File: src/rtl/tmr_pkg.sv
// Shared helpers for the tmr_* family of triple-redundant storage elements.
// Both functions work on a single bit so callers can apply them to any width.
package tmr_pkg;

    // Two-of-three majority of one bit position.
    function automatic logic tmr_maj(input logic a, input logic b, input logic c);
        return (a & b) | (a & c) | (b & c);
    endfunction

    // High when the three copies of one bit position do not all agree.
    function automatic logic tmr_mismatch(input logic a, input logic b, input logic c);
        return (a ^ b) | (a ^ c);
    endfunction

endpackage

File: src/rtl/tmr_vote.sv
// Combinational voter: bitwise 2-of-3 majority of three copies plus a flag
// that is raised whenever any bit of any copy disagrees with the others.
module tmr_vote
    import tmr_pkg::*;
#(
    parameter int WIDTH = 8
) (
    input  logic [WIDTH-1:0] q1,
    input  logic [WIDTH-1:0] q2,
    input  logic [WIDTH-1:0] q3,
    output logic [WIDTH-1:0] q,
    output logic             mismatch
);

    logic [WIDTH-1:0] diff;

    for (genvar i = 0; i < WIDTH; i++) begin : g_bit
        assign q[i]    = tmr_maj(q1[i], q2[i], q3[i]);
        assign diff[i] = tmr_mismatch(q1[i], q2[i], q3[i]);
    end

    assign mismatch = |diff;

endmodule

File: src/rtl/tmr_reg_scrub.sv
// Triple-modular-redundant register with load, periodic scrub (voted value
// written back into all copies), mismatch detection and a saturating count of
// correction events (copies written while they disagreed).
module tmr_reg_scrub
    import tmr_pkg::*;
#(
    parameter int               WIDTH        = 8,
    parameter logic [WIDTH-1:0] RESET_VAL    = '0,
    parameter int               SCRUB_PERIOD = 1,
    parameter int               CNT_W        = 8
) (
    input  logic             c,
    input  logic             r,
    input  logic             en,
    input  logic [WIDTH-1:0] d,
    input  logic             cnt_clr,
    output logic [WIDTH-1:0] q,
    output logic             mismatch,
    output logic             err_sticky,
    output logic [CNT_W-1:0] err_cnt
);

    localparam logic [CNT_W-1:0] CNT_MAX = '1;

    // Kept as three distinct registers through synthesis; merging them would
    // defeat the redundancy.
    (* syn_preserve = 1 *) logic [WIDTH-1:0] q1;
    (* syn_preserve = 1 *) logic [WIDTH-1:0] q2;
    (* syn_preserve = 1 *) logic [WIDTH-1:0] q3;

    logic             scrub_now;
    logic             wr;
    logic [WIDTH-1:0] wr_val;

    tmr_vote #(.WIDTH(WIDTH)) u_vote (
        .q1       (q1),
        .q2       (q2),
        .q3       (q3),
        .q        (q),
        .mismatch (mismatch)
    );

    if (SCRUB_PERIOD > 0) begin : g_scrub
        localparam int            SCW  = (SCRUB_PERIOD > 1) ? $clog2(SCRUB_PERIOD) : 1;
        localparam logic [SCW-1:0] LAST = SCW'(SCRUB_PERIOD - 1);

        logic [SCW-1:0] scrub_cnt;

        // Idle-cycle counter: restarts on a write and wraps after each scrub.
        always_ff @(posedge c or negedge r) begin
            if (!r) begin
                scrub_cnt <= '0;
            end else if (en || (scrub_cnt == LAST)) begin
                scrub_cnt <= '0;
            end else begin
                scrub_cnt <= scrub_cnt + 1'b1;
            end
        end

        assign scrub_now = !en && (scrub_cnt == LAST);
    end else begin : g_no_scrub
        assign scrub_now = 1'b0;
    end

    // A load wins over a scrub and writes d rather than the voted value.
    assign wr     = en | scrub_now;
    assign wr_val = en ? d : q;

    // Copy registers: loaded together from d or refreshed from the vote.
    always_ff @(posedge c or negedge r) begin
        if (!r) begin
            q1 <= RESET_VAL;
            q2 <= RESET_VAL;
            q3 <= RESET_VAL;
        end else if (wr) begin
            // NOTE: non-blocking so every copy takes the vote formed from the
            // pre-edge values, not from a copy already updated this edge.
            q1 <= wr_val;
            q2 <= wr_val;
            q3 <= wr_val;
        end
    end

    // Correction-event counter and sticky flag; clear beats a same-edge event.
    always_ff @(posedge c or negedge r) begin
        if (!r) begin
            err_cnt    <= '0;
            err_sticky <= 1'b0;
        end else if (cnt_clr) begin
            err_cnt    <= '0;
            err_sticky <= 1'b0;
        end else if (wr && mismatch) begin
            if (err_cnt != CNT_MAX) begin
                err_cnt <= err_cnt + 1'b1;
            end
            err_sticky <= 1'b1;
        end
    end

endmodule

File: config.mk
export PLATFORM = sky130hd
export DESIGN_NAME = tmr_reg_scrub
export DESIGN_NICKNAME = d
export VERILOG_FILES = /design/src/rtl/tmr_pkg.sv /design/src/rtl/tmr_vote.sv /design/src/rtl/tmr_reg_scrub.sv
export SDC_FILE = /design/constraint.sdc
export NUM_CORES = 1
export LEC_CHECK = 0
export CORE_AREA = 2 2 39 41
export CTS_CLUSTER_SIZE = 16
export DETAILED_ROUTE_END_ITERATION = 10
export DIE_AREA = 0 0 41 43
export PLACE_DENSITY = 0.79
export SLEW_MARGIN = 10
export SYNTH_ARGS = -nofsm -noshare
export SYNTH_HDL_FRONTEND = slang
export SYNTH_SLANG_ARGS = --single-unit
File: constraint.sdc
create_clock -name c -period 1 [get_ports c]
set_input_delay 0.15 -clock c [delete_from_list [all_inputs] [get_ports c]]
set_output_delay 0.15 -clock c [all_outputs]
set_load 0.005 [all_outputs]
== Word-level counts from Yosys, hierarchy flattened ==
Index checks and enable logic that the tools add are counted.

* $add $sub $neg: 1
* Bitwise operators: 2
* Multiplexer cells: 4
* Reduce and logical (&&, ||, !) cells: 6
* Equality and inequality tests: 1

{| class="wikitable"
|+ Operator list
! kind !! number
|-
| 8-bit two-way mux || 2
|-
| 8-bit != test (second input constant) || 1
|-
| 2-bit AND reduction || 2
|-
| 1-bit two-way mux || 2
|-
| 2-bit nonzero test || 1
|-
| 1-bit adder (second input constant) || 1
|-
| 1-bit logical AND || 1
|-
| 1-bit logical NOT || 1
|-
| 1-bit logical OR || 1
|-
| 1-bit inverter || 1
|-
| 1-bit OR || 1
|}

* Output and inout bits: 18
* Bits in registers: 18

== Depth between registers and ports, before layout ==
Gate-level depths: netlist of run 1.

* Depth after elaboration: 4
* Gate-level depth with buffers: 2
* Gate-level depth less buffers: 1

== Hierarchy ==
Synthesis of run 1 repeated with hierarchy kept, for this count alone.

* Cell total of the unflattened synthesis: 114
* Area, all modules: 1,177.4 µm²

{| class="wikitable"
|+ Modules (own cells, without submodules)
! module !! area an instance (µm²) !! seq. area each (µm²) !! cells each !! instances
|-
| tmr_reg_scrub || 875.8 || 450.4 || 85 || 1
|-
| tmr_vote || 301.5 || 0.0 || 29 || 1
|}

== Worst setup path before layout of run 1 ==
Ideal clock, no wire load.

* Path kind: register to register
* Start: reg q3[0] (netlist name)
* End: reg q3[0]
* Required time: 0.875 ns
* Period minus slack after synthesis: 0.748 ns
* Setup time: 0.125 ns
* Arrival time: 0.623 ns
* Slack: 0.252 ns
* Stages on the path, launching flop included: 2
* Buffers on the path: 0
* Cell sequence: dfrtp_1 -> mux2_4

{| class="wikitable"
|+ RTL lines
! what !! line !! text
|-
| end signal: assignment || tmr_reg_scrub.sv:80 || <nowiki>q3 <= wr_val;</nowiki>
|-
| end: declaration || tmr_reg_scrub.sv:29 || <nowiki>(* syn_preserve = 1 *) logic [WIDTH-1:0] q3;</nowiki>
|}

== Worst setup path after layout of run 1 ==
* Start: reg q3[3]
* End: out q[3]

{| class="wikitable"
|+ RTL lines
! what !! line !! text
|-
| end: declaration || tmr_reg_scrub.sv:17 || <nowiki>output logic [WIDTH-1:0] q,</nowiki>
|}

No word-level cell between the ends.

==> impl_metrics.toml, run 1 <==
[hold_path]
min_path_type = "in2async"

[routing]
via_per_inst = 3.681
wire_per_inst_um = 10.12
wl_um = 698
vias = 254
initialDrtViolationCount = 0
drc = 0
antenna_left = 0
first_pass_iters = 1

[grt]
antenna_found_initial = 0
grt_overflow_total = 0
grt_first_pass_wirelength_um = 986
met1_usage_pct = 11.41
use_met3_pct = 4.712
grt_pass1_vias = 225
grt_busiest_layer = "met1"
grt_use_met2_pct = 10.94
grt_max_degree = 9
grtUsageTotal_pct = 9.156

[sta]
min_period_ns = 0.9743
fin_setup_tns_ns = 0
fmax_ghz = 1.026
final.period_utilization_pct = 97.43
setup_ws_ns = 0.02569
grt_setup_unrepaired = "false"
clock_skew_ns = 0
setup_viol = 0
drv_slew = 0
holdWs_ns = 0.1762
final_hold_viol_count = 0

[cells_and_area]
ff_latch_area_um2 = 200.2
nFillCells = 144
area_delta_synth_final_pct = 46.95
largest_register_ff_count = 8
antenna_cells = 0
drive_above_1_share_pct = 45.28
reg_top3 = "q3 (8)"
largest_register = "q3"
fin_nets = 67
multiInputGateArea_um2 = 157.7

[setup_path]
crit_chain = "clkdlybuf4s15_1"
rr_startpoint = "q3[2]"
crit_slowest_cell = "dfrtp_1"
path_delay_family = "flip-flops"
crit_arrival_ns = 0.82
rr_worst_depth = 2
reg2reg_slack_ns = 0.12
start_kind = "register"
r2r-end = "q3[2]"
cp-end-kind = "output pin"
cp.required_ns = 0.85
cp_max_fo = 2
critPathKind = "reg2out"
slowest_delay_ns = 0.37
cp_num_buf_inv = 1
crit_start = "q3[3]"

[floorplanning]
die_area_mm2 = 0.001763
start_util_pct = 29.66
fp.dieW_um = 41
io-pin-count = 30
core_area_mm2 = 0.001384
die_y_um = 43
fp-row-count = 14

[power_and_ir_drop]
leakage_nw = 0.3117
power_density_mw_per_mm2 = 1345
p_total_w = 0.0008112
vdd_drop_max_mv = 0.5322

[place]
gp_congestion = 0.5261
place_ws_ns = -0.2265
port_buffers = 18

[yosys]
synth_cell_types = 5
synth.top_cell.area_share_pct = 48.78
yosys_warnings = 0
yosys_register_bits = 8
yosysTopAreaCell = "dfrtp_1"
async_reset_ff_share_pct = 100.0
yosysSeqAreaShare_pct = 48.78
synth_area_leaders = "dfrtp_1 (49%), mux2_4 (29%), buf_4 (18%)"
syn_inst = 28
synth_area_um2 = 410.4
synth_most_common_cell = "buf_4"
synth-edff-count = 0
avgSynthCellArea_um2 = 14.66
synth_common_cells = "buf_4 (10), dfrtp_1 (8), mux2_4 (8), buf_6 (1), conb_1 (1)"
synth_ff_type = "dfrtp_1"

[clock_tree]
cts_sinks = 8
hold_buffers = 0
clockRootBuffer = "clkbuf_4"
clock_latency_ns = 0.25
path_clk_slew_ns = 0.06
cts-buffers-inserted = 3
h-tree-depth = 1
cts_tree = "yes"
ctsLongestPathBuffers = 2

[status]
status = "finished, final reports clean"

[run]
cap_viol_max_count = 0
==> cell families after synthesis <==
kind of cell	count (synthesis)	share of synthesized area, %
buffers and inverters	11	21.04
muxes	8	29.27
DFF	8	48.78
other	1	0.9138
==> worst max-delay path by stage <==
stage             to  cells after the start  slack [ns]
2_1_floorplan  q3[0]                      1        0.25
3_3_place_gp   q3[6]                      3       -0.21
6_report        q[3]                      1        0.03
3_5_place_dp   q3[2]                      3       -0.23
5_1_grt         q[3]                      1       0.005
4_1_cts         q[2]                      1       0.001
==> area by class of cell <==
class                           instances  share of cell area (%)
Timing Repair Buffer                   24                   33.61
Sequential cell                         8                   33.20
Multi-Input combinational cell         18                   26.14
Clock buffer                            3                   3.734
Tap cell                               16                   3.320
==> layer usage <==
layer	part of all wire, %	vias to the layer above
met5	0	-
met4	0	0
met3	12	0
met2	45	18
met1	43	115
li1	-	121
==> worst reg2reg max path: stages (launching register included) <==
cell	delay, ns
dfrtp_1	0.38
buf_4	0.13
mux2_4	0.26
==> metrics by stage <==
step	area [um2]	util, %	std cells
2_1_floorplan	444.2	-	37
3_3_place_gp	578.1	41.77	61
3_5_place_dp	578.1	41.77	61
4_1_cts	630.6	45.57	68
5_1_grt	603.1	43.58	69
6_report	603.1	43.58	69
==> power by group <==
part | switching (W) | internal, W | total (W)
clock | 0.000106 | 0.000137 | 0.000244
sequential | 0.0000161 | 0.000357 | 0.000373
combinational | 0.0000595 | 0.000135 | 0.000195
==> cells in the final DEF (no fill, tap or decap) <==
| cell type | n |
|---|---|
| conb_1 | 10 |
| clkdlybuf4s50_1 | 10 |
| mux2_4 | 8 |
| dfrtp_1 | 8 |
| clkbuf_2 | 7 |
| buf_4 | 5 |
| clkbuf_4 | 3 |
| clkdlybuf4s15_1 | 1 |
| buf_12 | 1 |
==> what timing repair did <==
| item | in CTS | in global routing |
|---|---|---|
| resized for setup | 16 | 7 |
| endpoints found under the setup margin | 8 | 7 |
| buffers inserted | 4 | 1 |
Power figures use the tool's default switching activity.
==> run 2, diff against run 1 <==
--- a/config.mk
+++ b/config.mk
@@ -9,7 +9,7 @@
 export CTS_CLUSTER_SIZE = 16
 export DETAILED_ROUTE_END_ITERATION = 10
 export DIE_AREA = 0 0 41 43
-export PLACE_DENSITY = 0.79
+export PLACE_DENSITY = 0.7
 export SLEW_MARGIN = 10
 export SYNTH_ARGS = -nofsm -noshare
 export SYNTH_HDL_FRONTEND = slang
==> run 2 against run 1 <==
Against the previous run:
- sequential share of layout area grew 0.70 points
- die area stayed put
- critical path depth is 2 higher
- first-iteration DRC count unchanged
- non-clock buffer count is 1 lower
- clock power is 4% lower
- utilization is 0.90 points lower
- worst hold slack better by 0.011 ns
- clock skew is the same
- maximum frequency down 0.25%
- critical path type is now in2reg
==> impl_metrics.toml, run 2 (synthesis gave the netlist of run 1 again) <==
[floorplanning]
die_y_um = 43
core_area_mm2 = 0.001384
fp-row-count = 14
fp.dieW_um = 41
start_util_pct = 29.66
io-pin-count = 30
die_area_mm2 = 0.001763

[setup_path]
cp.required_ns = 1.13
cp-end-kind = "register"
crit_arrival_ns = 1.10
reg2reg_slack_ns = 0.12
cp_max_fo = 8
rr_startpoint = "q3[0]"
critPathKind = "in2reg"
rr_worst_depth = 2
r2r-end = "q3[0]"
start_kind = "primary input"

[cells_and_area]
nFillCells = 164
antenna_cells = 0
mostFrequentLayoutCells = "conb_1 (10), clkdlybuf4s50_1 (10), mux2_4 (8), clkbuf_2 (8), dfrtp_1 (8)"
largest_register_ff_count = 8
area_delta_synth_final_pct = 43.90
drive_above_1_share_pct = 46.15
largest_register = "q3"
fin_nets = 66
reg_top3 = "q3 (8)"

[routing]
via_per_inst = 3.824
antenna_left = 0
first_pass_iters = 1
wire_per_inst_um = 10.40
wl_um = 707
drc = 0
initialDrtViolationCount = 0
vias = 260

[place]
gp_congestion = 0.6225
place_ws_ns = -0.2389
port_buffers = 18

[power_and_ir_drop]
vdd_drop_max_mv = 0.5588
power_density_mw_per_mm2 = 1346
leakage_nw = 0.3065

[sta]
fin_setup_tns_ns = 0
min_period_ns = 0.9767
setup_viol = 0
final.period_utilization_pct = 97.67
grt_setup_unrepaired = "false"
drv_slew = 0
final_hold_viol_count = 0
setup_ws_ns = 0.02329
fmax_ghz = 1.024
clock_skew_ns = 0

[clock_tree]
clock_latency_ns = 0.24
h-tree-depth = 1
path_clk_slew_ns = 0.05
cts_sinks = 8
cts-buffers-inserted = 3
clockRootBuffer = "clkbuf_4"
ctsLongestPathBuffers = 2
cts_tree = "yes"
hold_buffers = 0

[run]
cap_viol_max_count = 0

[grt]
grtUsageTotal_pct = 9.726
grt_first_pass_wirelength_mm = 1.083
grt_pass1_vias = 248
grt_max_degree = 9
grt_overflow_total = 0
antenna_found_initial = 0

[hold_path]
min_path_type = "in2async"

[status]
status = "finished, final reports clean"
[run 2: cell count changes in the layout (fill, tap and decap cells not counted)]
cell             delta
clkbuf_2            +1
clkdlybuf4s15_1     -1
buf_4               -1
[run 2: worst max-delay path: stages]
cell	delay [ns]
clkdlybuf4s50_1	0.51
buf_12	0.15
mux2_4	0.30
[run 2: power by group]
group,total (W),switching (W),internal [W],leakage (nW)
clock network,0.000234,0.0000977,0.000137,0.0138
registers,0.000374,0.0000170,0.000357,0.0935
logic,0.000187,0.0000585,0.000129,0.199
[run 2: layout make-up]
| class | count | area (um2) | area share, % |
|---|---|---|---|
| flip-flops and latches | 8 | 200.2 | 33.90 |
| repair buffers | 23 | 190.2 | 32.20 |
| multi-input cells | 18 | 157.7 | 26.69 |
| well taps | 16 | 20.02 | 3.390 |
| clock buffers | 3 | 22.52 | 3.814 |
[run 2: through the flow]
step	cells	area (um2)	total power (W)	hold slack (ns)	util, %
final	68	590.6	0.0007951	0.1869	42.68
after global routing	68	590.6	0.0008538	0.2041	42.68
after CTS	68	630.6	0.0008308	0.1857	45.57
after detailed placement	61	578.1	0.0005750	0.4533	41.77
after global placement	61	578.1	0.0005735	0.4406	41.77
after floorplan	37	444.2	0.0004817	-0.1456	-
[run 2: worst max path at each step]
stage / start / to / slack [ns]
6_report: en / q3[7] / 0.02
5_1_grt: en / q3[7] / 0.02
4_1_cts: q3[0] / q[0] / 0.004
3_5_place_dp: en / q3[7] / -0.24
3_3_place_gp: en / q3[6] / -0.21
2_1_floorplan: q3[0] / q3[0] / 0.25
[run 2: what timing repair did]
action | in CTS | in global routing
hold endpoints to repair | 0 | 0
buffers inserted | 4 | 0
endpoints found under the setup margin | 8 | 8
pin swaps | 0 | 0
gates resized for setup | 16 | 8
[run 2: metal layers]
metal	routed length, um	global-route usage, %	vias up
met4	0	6.000	0
met2	332	13.44	20
li1	-	-	120
met5	0	0	-
met3	104	5.236	0
met1	270	11.26	120
